==> src/rtl/pacemaker_pkg.sv <==
// Shared pacing types and default output-stage timing (all in clk cycles).
package pacemaker_pkg;

    typedef enum logic [2:0] {
        IDLE,
        CHARGE,
        DELIVER,
        RECHARGE,
        BLANK
    } pace_state_e;

    localparam int unsigned CHARGE_CYC_DEF   = 8;
    localparam int unsigned RECHARGE_CYC_DEF = 20;
    localparam int unsigned BLANK_CYC_DEF    = 400;
    localparam int unsigned MAX_PW_CYC_DEF   = 150;

    localparam int unsigned AMP_WIDTH = 4;

endpackage

==> src/rtl/pace_output_sequencer_if.sv <==
// Request/config and output-stage control bundle for pace_output_sequencer.
interface pace_output_sequencer_if
    import pacemaker_pkg::*;
#(
    parameter int unsigned PW_WIDTH = 8
);
    logic                 enable;
    logic                 pace_req;
    logic                 test_req;
    logic [PW_WIDTH-1:0]  cfg_pw;
    logic [AMP_WIDTH-1:0] cfg_amp;

    logic                 charge_en;
    logic                 pulse_en;
    logic                 recharge_en;
    logic                 sense_blank;
    logic [AMP_WIDTH-1:0] amp_out;
    logic                 busy;
    logic                 src_test;
    logic                 pace_done;
    logic [7:0]           drop_cnt;

    modport master (
        output enable, pace_req, test_req, cfg_pw, cfg_amp,
        input  charge_en, pulse_en, recharge_en, sense_blank, amp_out,
               busy, src_test, pace_done, drop_cnt
    );

    modport slave (
        input  enable, pace_req, test_req, cfg_pw, cfg_amp,
        output charge_en, pulse_en, recharge_en, sense_blank, amp_out,
               busy, src_test, pace_done, drop_cnt
    );

endinterface

==> src/rtl/pace_output_sequencer.sv <==
// Pacing output-stage sequencer: charge -> deliver -> recharge -> blank,
// arbitrating demand and test pace requests onto the single output stage.
module pace_output_sequencer
    import pacemaker_pkg::*;
#(
    parameter int unsigned CHARGE_CYC   = CHARGE_CYC_DEF,
    parameter int unsigned RECHARGE_CYC = RECHARGE_CYC_DEF,
    parameter int unsigned BLANK_CYC    = BLANK_CYC_DEF,
    parameter int unsigned MAX_PW_CYC   = MAX_PW_CYC_DEF,
    parameter int unsigned PW_WIDTH     = 8,
    parameter int unsigned CNT_WIDTH    = 16
) (
    input  logic                   clk,
    input  logic                   rst,
    pace_output_sequencer_if.slave bus
);

    pace_state_e          state_q, state_d;
    logic [CNT_WIDTH-1:0] cnt_q, cnt_d;
    logic [PW_WIDTH-1:0]  pw_eff_q, pw_eff_d;
    logic [AMP_WIDTH-1:0] amp_q, amp_d;
    logic                 src_q, src_d;
    logic                 delivered_q, delivered_d;
    logic [7:0]           drop_q, drop_d;
    logic                 done_q, done_d;
    logic                 charge_q, pulse_q, recharge_q, blank_q, busy_q;

    logic [PW_WIDTH-1:0]  pw_clamped;
    logic [1:0]           drop_inc;
    logic [8:0]           drop_sum;

    always_comb begin
        if (bus.cfg_pw == '0) begin
            pw_clamped = PW_WIDTH'(1);
        end else if (32'(bus.cfg_pw) > MAX_PW_CYC) begin
            pw_clamped = PW_WIDTH'(MAX_PW_CYC);
        end else begin
            pw_clamped = bus.cfg_pw;
        end
    end

    always_comb begin
        state_d     = state_q;
        cnt_d       = (cnt_q == '0) ? '0 : cnt_q - 1'b1;
        pw_eff_d    = pw_eff_q;
        amp_d       = amp_q;
        src_d       = src_q;
        delivered_d = delivered_q;
        done_d      = 1'b0;
        drop_inc    = 2'd0;

        case (state_q)
            IDLE: begin
                if (bus.enable && (bus.pace_req || bus.test_req)) begin
                    state_d     = CHARGE;
                    cnt_d       = CNT_WIDTH'(CHARGE_CYC - 1);
                    pw_eff_d    = pw_clamped;
                    amp_d       = bus.cfg_amp;
                    src_d       = ~bus.pace_req;
                    delivered_d = 1'b0;
                    if (bus.pace_req && bus.test_req) begin
                        drop_inc = 2'd1;
                    end
                end
            end
            CHARGE: begin
                // Losing enable while charging dumps the capacitor via recharge.
                if (!bus.enable) begin
                    state_d = RECHARGE;
                    cnt_d   = CNT_WIDTH'(RECHARGE_CYC - 1);
                end else if (cnt_q == '0) begin
                    state_d     = DELIVER;
                    cnt_d       = CNT_WIDTH'(pw_eff_q) - 1'b1;
                    delivered_d = 1'b1;
                end
            end
            DELIVER: begin
                if (cnt_q == '0) begin
                    state_d = RECHARGE;
                    cnt_d   = CNT_WIDTH'(RECHARGE_CYC - 1);
                end
            end
            RECHARGE: begin
                if (cnt_q == '0) begin
                    state_d = BLANK;
                    cnt_d   = CNT_WIDTH'(BLANK_CYC - 1);
                end
            end
            BLANK: begin
                if (cnt_q == '0) begin
                    state_d = IDLE;
                    done_d  = delivered_q;
                end
            end
            default: begin
                state_d = IDLE;
                cnt_d   = '0;
            end
        endcase

        if (state_q != IDLE) begin
            drop_inc = {1'b0, bus.pace_req} + {1'b0, bus.test_req};
        end

        drop_sum = {1'b0, drop_q} + {7'b0, drop_inc};
        drop_d   = drop_sum[8] ? 8'hFF : drop_sum[7:0];
    end

    // Output switches are registered from the next state so they track state_q exactly.
    always_ff @(posedge clk or posedge rst) begin
        if (rst) begin
            state_q     <= IDLE;
            cnt_q       <= '0;
            pw_eff_q    <= '0;
            amp_q       <= '0;
            src_q       <= 1'b0;
            delivered_q <= 1'b0;
            drop_q      <= '0;
            done_q      <= 1'b0;
            charge_q    <= 1'b0;
            pulse_q     <= 1'b0;
            recharge_q  <= 1'b0;
            blank_q     <= 1'b0;
            busy_q      <= 1'b0;
        end else begin
            state_q     <= state_d;
            cnt_q       <= cnt_d;
            pw_eff_q    <= pw_eff_d;
            amp_q       <= amp_d;
            src_q       <= src_d;
            delivered_q <= delivered_d;
            drop_q      <= drop_d;
            done_q      <= done_d;
            charge_q    <= (state_d == CHARGE);
            pulse_q     <= (state_d == DELIVER);
            recharge_q  <= (state_d == RECHARGE);
            blank_q     <= (state_d != IDLE);
            busy_q      <= (state_d != IDLE);
        end
    end

    assign bus.charge_en   = charge_q;
    assign bus.pulse_en    = pulse_q;
    assign bus.recharge_en = recharge_q;
    assign bus.sense_blank = blank_q;
    assign bus.busy        = busy_q;
    assign bus.amp_out     = amp_q;
    assign bus.src_test    = src_q;
    assign bus.pace_done   = done_q;
    assign bus.drop_cnt    = drop_q;

endmodule

==> src/flat_wrapper.sv <==
// flat-port wrapper written by rule: the top's interface ports become plain ports
module pace_output_sequencer_flat import pacemaker_pkg::*;
#(
    parameter int unsigned CHARGE_CYC   = CHARGE_CYC_DEF,
    parameter int unsigned RECHARGE_CYC = RECHARGE_CYC_DEF,
    parameter int unsigned BLANK_CYC    = BLANK_CYC_DEF,
    parameter int unsigned MAX_PW_CYC   = MAX_PW_CYC_DEF,
    parameter int unsigned PW_WIDTH     = 8,
    parameter int unsigned CNT_WIDTH    = 16
)
  (clk, rst, bus_enable, bus_pace_req, bus_test_req, bus_cfg_pw, bus_cfg_amp, bus_charge_en, bus_pulse_en, bus_recharge_en, bus_sense_blank, bus_amp_out, bus_busy, bus_src_test, bus_pace_done, bus_drop_cnt);
  pace_output_sequencer_if #(.PW_WIDTH(PW_WIDTH)) bus_i ();
  input  logic clk;
  input  logic rst;
  input wire logic [$bits(bus_i.enable)-1:0] bus_enable;
  input wire logic [$bits(bus_i.pace_req)-1:0] bus_pace_req;
  input wire logic [$bits(bus_i.test_req)-1:0] bus_test_req;
  input wire logic [$bits(bus_i.cfg_pw)-1:0] bus_cfg_pw;
  input wire logic [$bits(bus_i.cfg_amp)-1:0] bus_cfg_amp;
  output wire logic [$bits(bus_i.charge_en)-1:0] bus_charge_en;
  output wire logic [$bits(bus_i.pulse_en)-1:0] bus_pulse_en;
  output wire logic [$bits(bus_i.recharge_en)-1:0] bus_recharge_en;
  output wire logic [$bits(bus_i.sense_blank)-1:0] bus_sense_blank;
  output wire logic [$bits(bus_i.amp_out)-1:0] bus_amp_out;
  output wire logic [$bits(bus_i.busy)-1:0] bus_busy;
  output wire logic [$bits(bus_i.src_test)-1:0] bus_src_test;
  output wire logic [$bits(bus_i.pace_done)-1:0] bus_pace_done;
  output wire logic [$bits(bus_i.drop_cnt)-1:0] bus_drop_cnt;
  assign bus_i.enable = bus_enable;
  assign bus_i.pace_req = bus_pace_req;
  assign bus_i.test_req = bus_test_req;
  assign bus_i.cfg_pw = bus_cfg_pw;
  assign bus_i.cfg_amp = bus_cfg_amp;
  assign bus_charge_en = bus_i.charge_en;
  assign bus_pulse_en = bus_i.pulse_en;
  assign bus_recharge_en = bus_i.recharge_en;
  assign bus_sense_blank = bus_i.sense_blank;
  assign bus_amp_out = bus_i.amp_out;
  assign bus_busy = bus_i.busy;
  assign bus_src_test = bus_i.src_test;
  assign bus_pace_done = bus_i.pace_done;
  assign bus_drop_cnt = bus_i.drop_cnt;
  pace_output_sequencer #(.CHARGE_CYC(CHARGE_CYC), .RECHARGE_CYC(RECHARGE_CYC), .BLANK_CYC(BLANK_CYC), .MAX_PW_CYC(MAX_PW_CYC), .PW_WIDTH(PW_WIDTH), .CNT_WIDTH(CNT_WIDTH)) u_core (.clk(clk), .rst(rst), .bus(bus_i));
endmodule
==> config.mk <==
export PLATFORM = sky130hd
export DESIGN_NAME = pace_output_sequencer_flat
export DESIGN_NICKNAME = d
export VERILOG_FILES = /design/src/rtl/pacemaker_pkg.sv /design/src/rtl/pace_output_sequencer_if.sv /design/src/rtl/pace_output_sequencer.sv /design/src/flat_wrapper.sv
export SDC_FILE = /design/constraint.sdc
export NUM_CORES = 1
export LEC_CHECK = 0
export ABC_AREA = 1
export BUFFER_PORTS_ARGS = -buffer_cell sky130_fd_sc_hd__buf_2
export CAP_MARGIN = 20
export CORE_MARGIN = 2
export CORE_UTILIZATION = 53
export CTS_BUF_LIST = sky130_fd_sc_hd__clkbuf_2 sky130_fd_sc_hd__clkbuf_4 sky130_fd_sc_hd__clkbuf_8
export CTS_CLUSTER_DIAMETER = 200
export DETAILED_ROUTE_END_ITERATION = 10
export GPL_TIMING_DRIVEN = 1
export PLACE_DENSITY = 0.75
export SLEW_MARGIN = 20
export SYNTH_ARGS = -nofsm -noshare
export SYNTH_HDL_FRONTEND = slang
export SYNTH_SLANG_ARGS = --single-unit
export TNS_END_PERCENT = 50
==> constraint.sdc <==
create_clock -name clk -period 7.8 [get_ports clk]
set_input_delay 0.39 -clock clk [delete_from_list [all_inputs] [get_ports clk]]
set_output_delay 0.39 -clock clk [all_outputs]
set_load 0.02 [all_outputs]
Word-level counts from Yosys, hierarchy flattened

Index checks and enable logic that the tools add are counted.

Register bits after elaboration: 46
Output and inout port bits: 19
Logic and storage cells: 66
Input bits: 17

Bitwise logic cells: 1
Reductions and logical operators: 11
Magnitude comparators: 1
Muxes and demuxes: 27
Equal/unequal tests: 10
$add $sub $neg: 4

Operators by type and width:

| operator                                            | count |
|---|---|
| 2-to-1 mux 16 bit                                   | 6 |
| case mux 16 bit (5 select lines)                    | 1 |
| 2-to-1 mux 8 bit                                    | 3 |
| 2-to-1 mux 3 bit                                    | 6 |
| logical NOT 16 bit                                  | 1 |
| subtractor 16 x 1 -> 16 bit (second input constant) | 1 |
| case mux 3 bit (5 select lines)                     | 1 |
| == test 3 x 2 -> 1 bit (second input constant)      | 4 |
| adder 8 x 2 -> 9 bit                                | 1 |
| subtractor 8 x 1 -> 9 bit (second input constant)   | 1 |
| > comparator 8 bit (second input constant)          | 1 |
| logical NOT 8 bit                                   | 1 |
| == test 3 x 1 -> 1 bit (second input constant)      | 2 |
| 2-to-1 mux 1 bit                                    | 6 |
| 2-to-1 mux 2 bit                                    | 3 |
| nonzero test 3 bit                                  | 2 |
| != test 2 x 1 -> 1 bit (second input constant)      | 2 |
| AND reduction 4 bit                                 | 1 |
| == test 3 bit (second input constant)               | 1 |
| logical NOT 3 bit                                   | 1 |
| adder 1 x 1 -> 2 bit                                | 1 |
| logical AND 1 bit                                   | 2 |
| != test 2 bit (second input constant)               | 1 |
| case mux 1 bit (2 select lines)                     | 1 |
| other kinds (4)                                     | 4 |

Longest topological paths before layout

Depth in word-level cells: 7
Depth in mapped cells: 16
Depth with buffers taken out: 15

Worst setup path after synthesis

No wires, ideal clock.

Path kind: input -> register
Start: input port bus_test_req
End: register u_core.drop_q[7], in the netlist u_core.bus.drop_cnt[7]
Arrival time: 2.632 ns
Required time: 7.728 ns
Setup slack: 5.096 ns
Buffers on the path: 1
Stages on the path: 16
Path through: inv_1 -> ha_1 -> inv_1 -> nand4_2 -> inv_1 -> buf_2 -> nand2_1 -> nand2_1 -> ha_1 -> inv_1 -> fa_1 -> nor2_1 -> nand2_1 -> nor3b_1 -> nand3_1 -> nand3_1

Word-level cells in the longest chain between the ends: 7
Elaborated cells on any way between the ends: 10
Classes of those cells: 2 x add/sub; 5 x mux; 3 x reduce/logical

Ends and longest elaborated chain:

| item                                                         | RTL line                                                 | text |
|---|---|---|
| from (decl)                                                  | flat_wrapper.sv:17                                       | `input wire logic [$bits(bus_i.test_req)-1:0] bus_test_req;` |
| logical AND 1 bit / logical OR 1 bit (equally long branches) | pace_output_sequencer.sv:61, pace_output_sequencer.sv:54 |  |
| 2-to-1 mux 1 bit / logical AND 1 bit (equally long branches) | pace_output_sequencer.sv:61, pace_output_sequencer.sv:54 |  |
| 2-to-1 mux 2 bit                                             | pace_output_sequencer.sv:54                              | `if (bus.enable && (bus.pace_req \|\| bus.test_req)) begin` |
| 2-to-1 mux 2 bit                                             | pace_output_sequencer.sv:52                              | `case (state_q)` |
| 2-to-1 mux 2 bit *                                           | pace_output_sequencer.sv:101                             | `if (state_q != IDLE) begin` |
| adder 8 x 2 -> 9 bit *                                       | pace_output_sequencer.sv:105                             | `drop_sum = {1'b0, drop_q} + {7'b0, drop_inc};` |
| 2-to-1 mux 8 bit *                                           | pace_output_sequencer.sv:106                             | `drop_d = drop_sum[8] ? 8'hFF : drop_sum[7:0];` |
| named net u_core.drop_d[7]                                   | pace_output_sequencer.sv:24                              | `logic [7:0] drop_q, drop_d;` |
| to (signal assigned)                                         | pace_output_sequencer.sv:132                             | `drop_q <= drop_d;` |
| to (decl)                                                    | pace_output_sequencer.sv:24                              |  |

Mark *: on every way through the listed nets, which the timed path passes. The rest lies on a longest branch.
A chain may end at the register's enable or synchronous reset.

Final worst setup path

Start: register u_core.state_q[0]
End: register u_core.drop_q[2], in the netlist u_core.bus.drop_cnt[2]

Word-level cells in the longest chain between the ends: 5
Elaborated cells on any way between the ends: 6
Classes of those cells: 1 x add/sub; 3 x mux; 2 x reduce/logical

Ends and longest elaborated chain:

| item                       | RTL line                     | text |
|---|---|---|
| from (decl)                | pace_output_sequencer.sv:18  | `pace_state_e state_q, state_d;` |
| from (signal assigned)     | pace_output_sequencer.sv:126 | `state_q <= state_d;` |
| logical NOT 3 bit          | pace_output_sequencer.sv:52  |  |
| 2-to-1 mux 2 bit           | pace_output_sequencer.sv:52  |  |
| 2-to-1 mux 2 bit *         | pace_output_sequencer.sv:101 |  |
| adder 8 x 2 -> 9 bit *     | pace_output_sequencer.sv:105 |  |
| 2-to-1 mux 8 bit *         | pace_output_sequencer.sv:106 |  |
| named net u_core.drop_d[2] | pace_output_sequencer.sv:24  |  |

Marks and branches as above.

==> out/metrics.csv <==
stage,metric,value,unit
yosys,sequential-to-total area share from yosys stat,39.5,%
cts,CTS tree,done,
placement,area of placed instances,0.00314,sq mm
grt,met3 global-route usage,4.02,%
floorplan,starting density of the core,54.0,%
sta,Slew Limit Fails,0,
layout,share of cells above drive strength 1,17.3,%
power,Clk pwr share,31.2,%
grt,Overall Global Routing Usage,22.0,%
placement,Post-DP HPWL,4720,um
power,Internal,0.403,mW
power,Psw,0.179,mW
cts,clock latency on the worst-skew pair,310,ps
floorplan,CORE AREA,0.00541,sq mm
yosys,synth warn,0,
critical_path,crit end category,flip-flop,
cts,CTS H-tree lvls,2,
critical_path,CP Class,reg -> reg,
power,PwrDens,178,mW/mm^2
hold_path,worst hold path class,in -> async,
sta,setup TNS,0,ps
floorplan,I/O pins,36,
cts,total CTS buffers,5,
yosys,top-count cell post-synth,nand2_1,
drt,# DRC,0,
cts,root buf cell,clkbuf_8,
drt,Initial DRC Count,147,
yosys,number of synthesized flops with an enable pin,0,
sta,Slew @ Worst Pin,494,ps
grt,global-route wire length before repair,10900,um
cts,CTS sink count,46,
yosys,Mapped Area,0.00292,sq mm
yosys,"Distinct cells, synth",33,
yosys,Yosys top cell by area,dfrtp_1,
floorplan,FP Rows,27,
power,Sw Share,30.8,%
drt,post-route ant nets,0,
yosys,synthesized flop and latch total,46,
drt,post-DR wirelength/cell,12.1,um
sta,RSZ-0062 raised after global routing,false,
cts,PostCTS Resize Cnt,0,
layout,fin nets,468,
sta,period utilisation layout,42.9,%
sta,Clock Skew,10.3,ps
cts,clk buf depth,2,
power,Flop pwr share,48.2,%
cts,Clock transition at path regs,90,ps
cts,post-CTS setup buffers,0,
sta,fmax,0.299,GHz
grt,met2 Use GR,36.6,%
cts,Hold Buf Count CTS,0,
yosys,synthesized net count,430,
yosys,commonest cells in the netlist,"120 x nand2_1, 66 x inv_1, 46 x dfrtp_1, 39 x nand3_1, 32 x nor2_1",
critical_path,crit-path max FO,17,
grt,gr busiest metal,met2,
layout,final instance area,0.00328,sq mm
critical_path,Crit. Startpoint,u_core.state_q[0]$_DFF_PP0_,
yosys,Syn Area/Cell,7.20,sq um
power,Leak,1.82,nW
sta,Fin. Hold Viols,0,
placement,GPL Wtd Cong,0.907,
grt,antenna violations before repair,0,
job,Max Cap Viol,0,
layout,Filler cells,540,
sta,final setup fails,0,
power,"Power, Total",0.582,mW
grt,GR Util met1,28.7,%
yosys,Post-Synthesis Cells,405,
yosys,"FFs w/ async S/R, synth",100,%
placement,Port Buffers,35,
floorplan,Die Width,78.2,um
yosys,top_reg_cell synth,dfrtp_1,
critical_path,CP required,8030,ps
drt,DR vias,2589,
critical_path,RR Startpoint,u_core.state_q[0]$_DFF_PP0_,
sta,Slew headroom,67.0,%
drt,vias per cell,5.02,
critical_path,CP startpoint kind,flip-flop,
layout,Ant. Diodes,0,
grt,vias in the first global route,2450,
critical_path,worst path arrival time,3570,ps
sta,smallest hold slack,14.0,ps
yosys,ranking of synthesized cells by area,"dfrtp_1 39%, nand2_1 15%, inv_1 8.5%",
power,Logic pwr share,20.6,%
floorplan,die height,78.2,um
power,worst IR drop on VDD,164,uV
sta,crit path time final,3340,ps
layout,P&R area growth vs syn,12.4,%
drt,TritonRoute pass-1 iters,4,
grt,pin count of the biggest net entering global routing,47,
yosys,Synth top area share,39.5,%
drt,WL final,6250,um
floorplan,full die area,0.00611,sq mm
run_status,status,"finished, final reports clean",
grt,"Remaining Overflow, GRT",0,
## path summary, 6_finish.rpt
kind / to / slack, ps / cells after the start
worst max-delay path: u_core.bus.drop_cnt[2]$_DFF_PP0_ / 4460 / 13
worst min-delay path: u_core.bus.pace_done$_DFF_PP0_ / 10 / 2
worst max register to register: u_core.bus.drop_cnt[2]$_DFF_PP0_ / 4460 / 13
worst min register to register: u_core.bus.amp_out[3]$_DFFE_PP0P_ / 490 / 2
max in group asynchronous: u_core.cnt_q[12]$_DFF_PP0_ / 7310 / 3
min in group clk: u_core.bus.amp_out[2]$_DFFE_PP0P_ / 280 / 3
## cells in the final DEF (no fill, tap or decap), types with 6 or more instances in the layout
cell type,n
nand2_1,120
inv_1,65
dfrtp_1,46
nand3_1,39
buf_2,35
nor2_1,32
o21ai_0,23
a21oi_1,11
nor2_2,8
ha_1,7
xor2_1,6
## registers in the layout (all words and copies together) (netlist names)
signal and count:
u_core.bus.recharge_en 1, u_core.bus.pace_done 1, u_core.bus.pulse_en 1, u_core.state_q 3, u_core.bus.amp_out 4, u_core.bus.src_test 1
u_core.cnt_q 16, u_core.bus.busy 1, u_core.delivered_q 1, u_core.bus.drop_cnt 8, u_core.pw_eff_q 8, u_core.bus.charge_en 1
## metal layers
metal  share of wire, %  up-vias
met5                  0        -
met4                1.7        0
met3                3.8       10
met2                 47       54
met1                 47     1185
li1                   -     1340
## power groups by stage
stage          combinational [mW]  sequential, mW  clock [mW]
2_1_floorplan              0.0553           0.308           0
3_3_place_gp                0.116           0.284           0
3_5_place_dp                0.120           0.285           0
4_1_cts                     0.120           0.281       0.186
5_1_grt                     0.137           0.284       0.195
6_report                    0.120           0.281       0.182
## final cells by class
class                           count  area [sq um]  share of cell area (%)
Inverter                           69           259                    7.90
Tap cell                           72          90.1                    2.75
Multi-Input combinational cell    285          1470                    44.8
Timing Repair Buffer               36           195                    5.96
Clock inverter                      2          37.5                    1.15
Clock buffer                        6          76.3                    2.33
Sequential cell                    46          1150                    35.1
## cell families after synthesis
group / share of synthesized area (%)
simple gates: 36.9
buf+inv: 10.2
flops: 39.5
compound gates: 7.38
xor+xnor: 2.40
fa+ha+maj: 3.69
## metrics by stage
| stage | cells | worst slack [ps] | util (%) |
|---|---|---|---|
| after detailed placement | 507 | 4310 | 58.1 |
| after global placement | 507 | 4470 | 58.1 |
| after CTS | 515 | 4440 | 60.3 |
| after global routing | 516 | 4050 | 60.6 |
| after floorplan | 405 | 5100 | - |
| final | 516 | 4460 | 60.6 |
## critical path, cell delays in order (launching register included)
cell and delay [ps]:
dfrtp_1 460, nor2_4 200, nand4_2 380, inv_1 500
nand2_1 90, nand2_1 80, ha_1 150, inv_1 50
fa_1 370, nor2_1 150, nand2_1 90, nor3b_1 290
nand3_1 280, o21ai_0 160
Power figures use the tool's default switching activity.
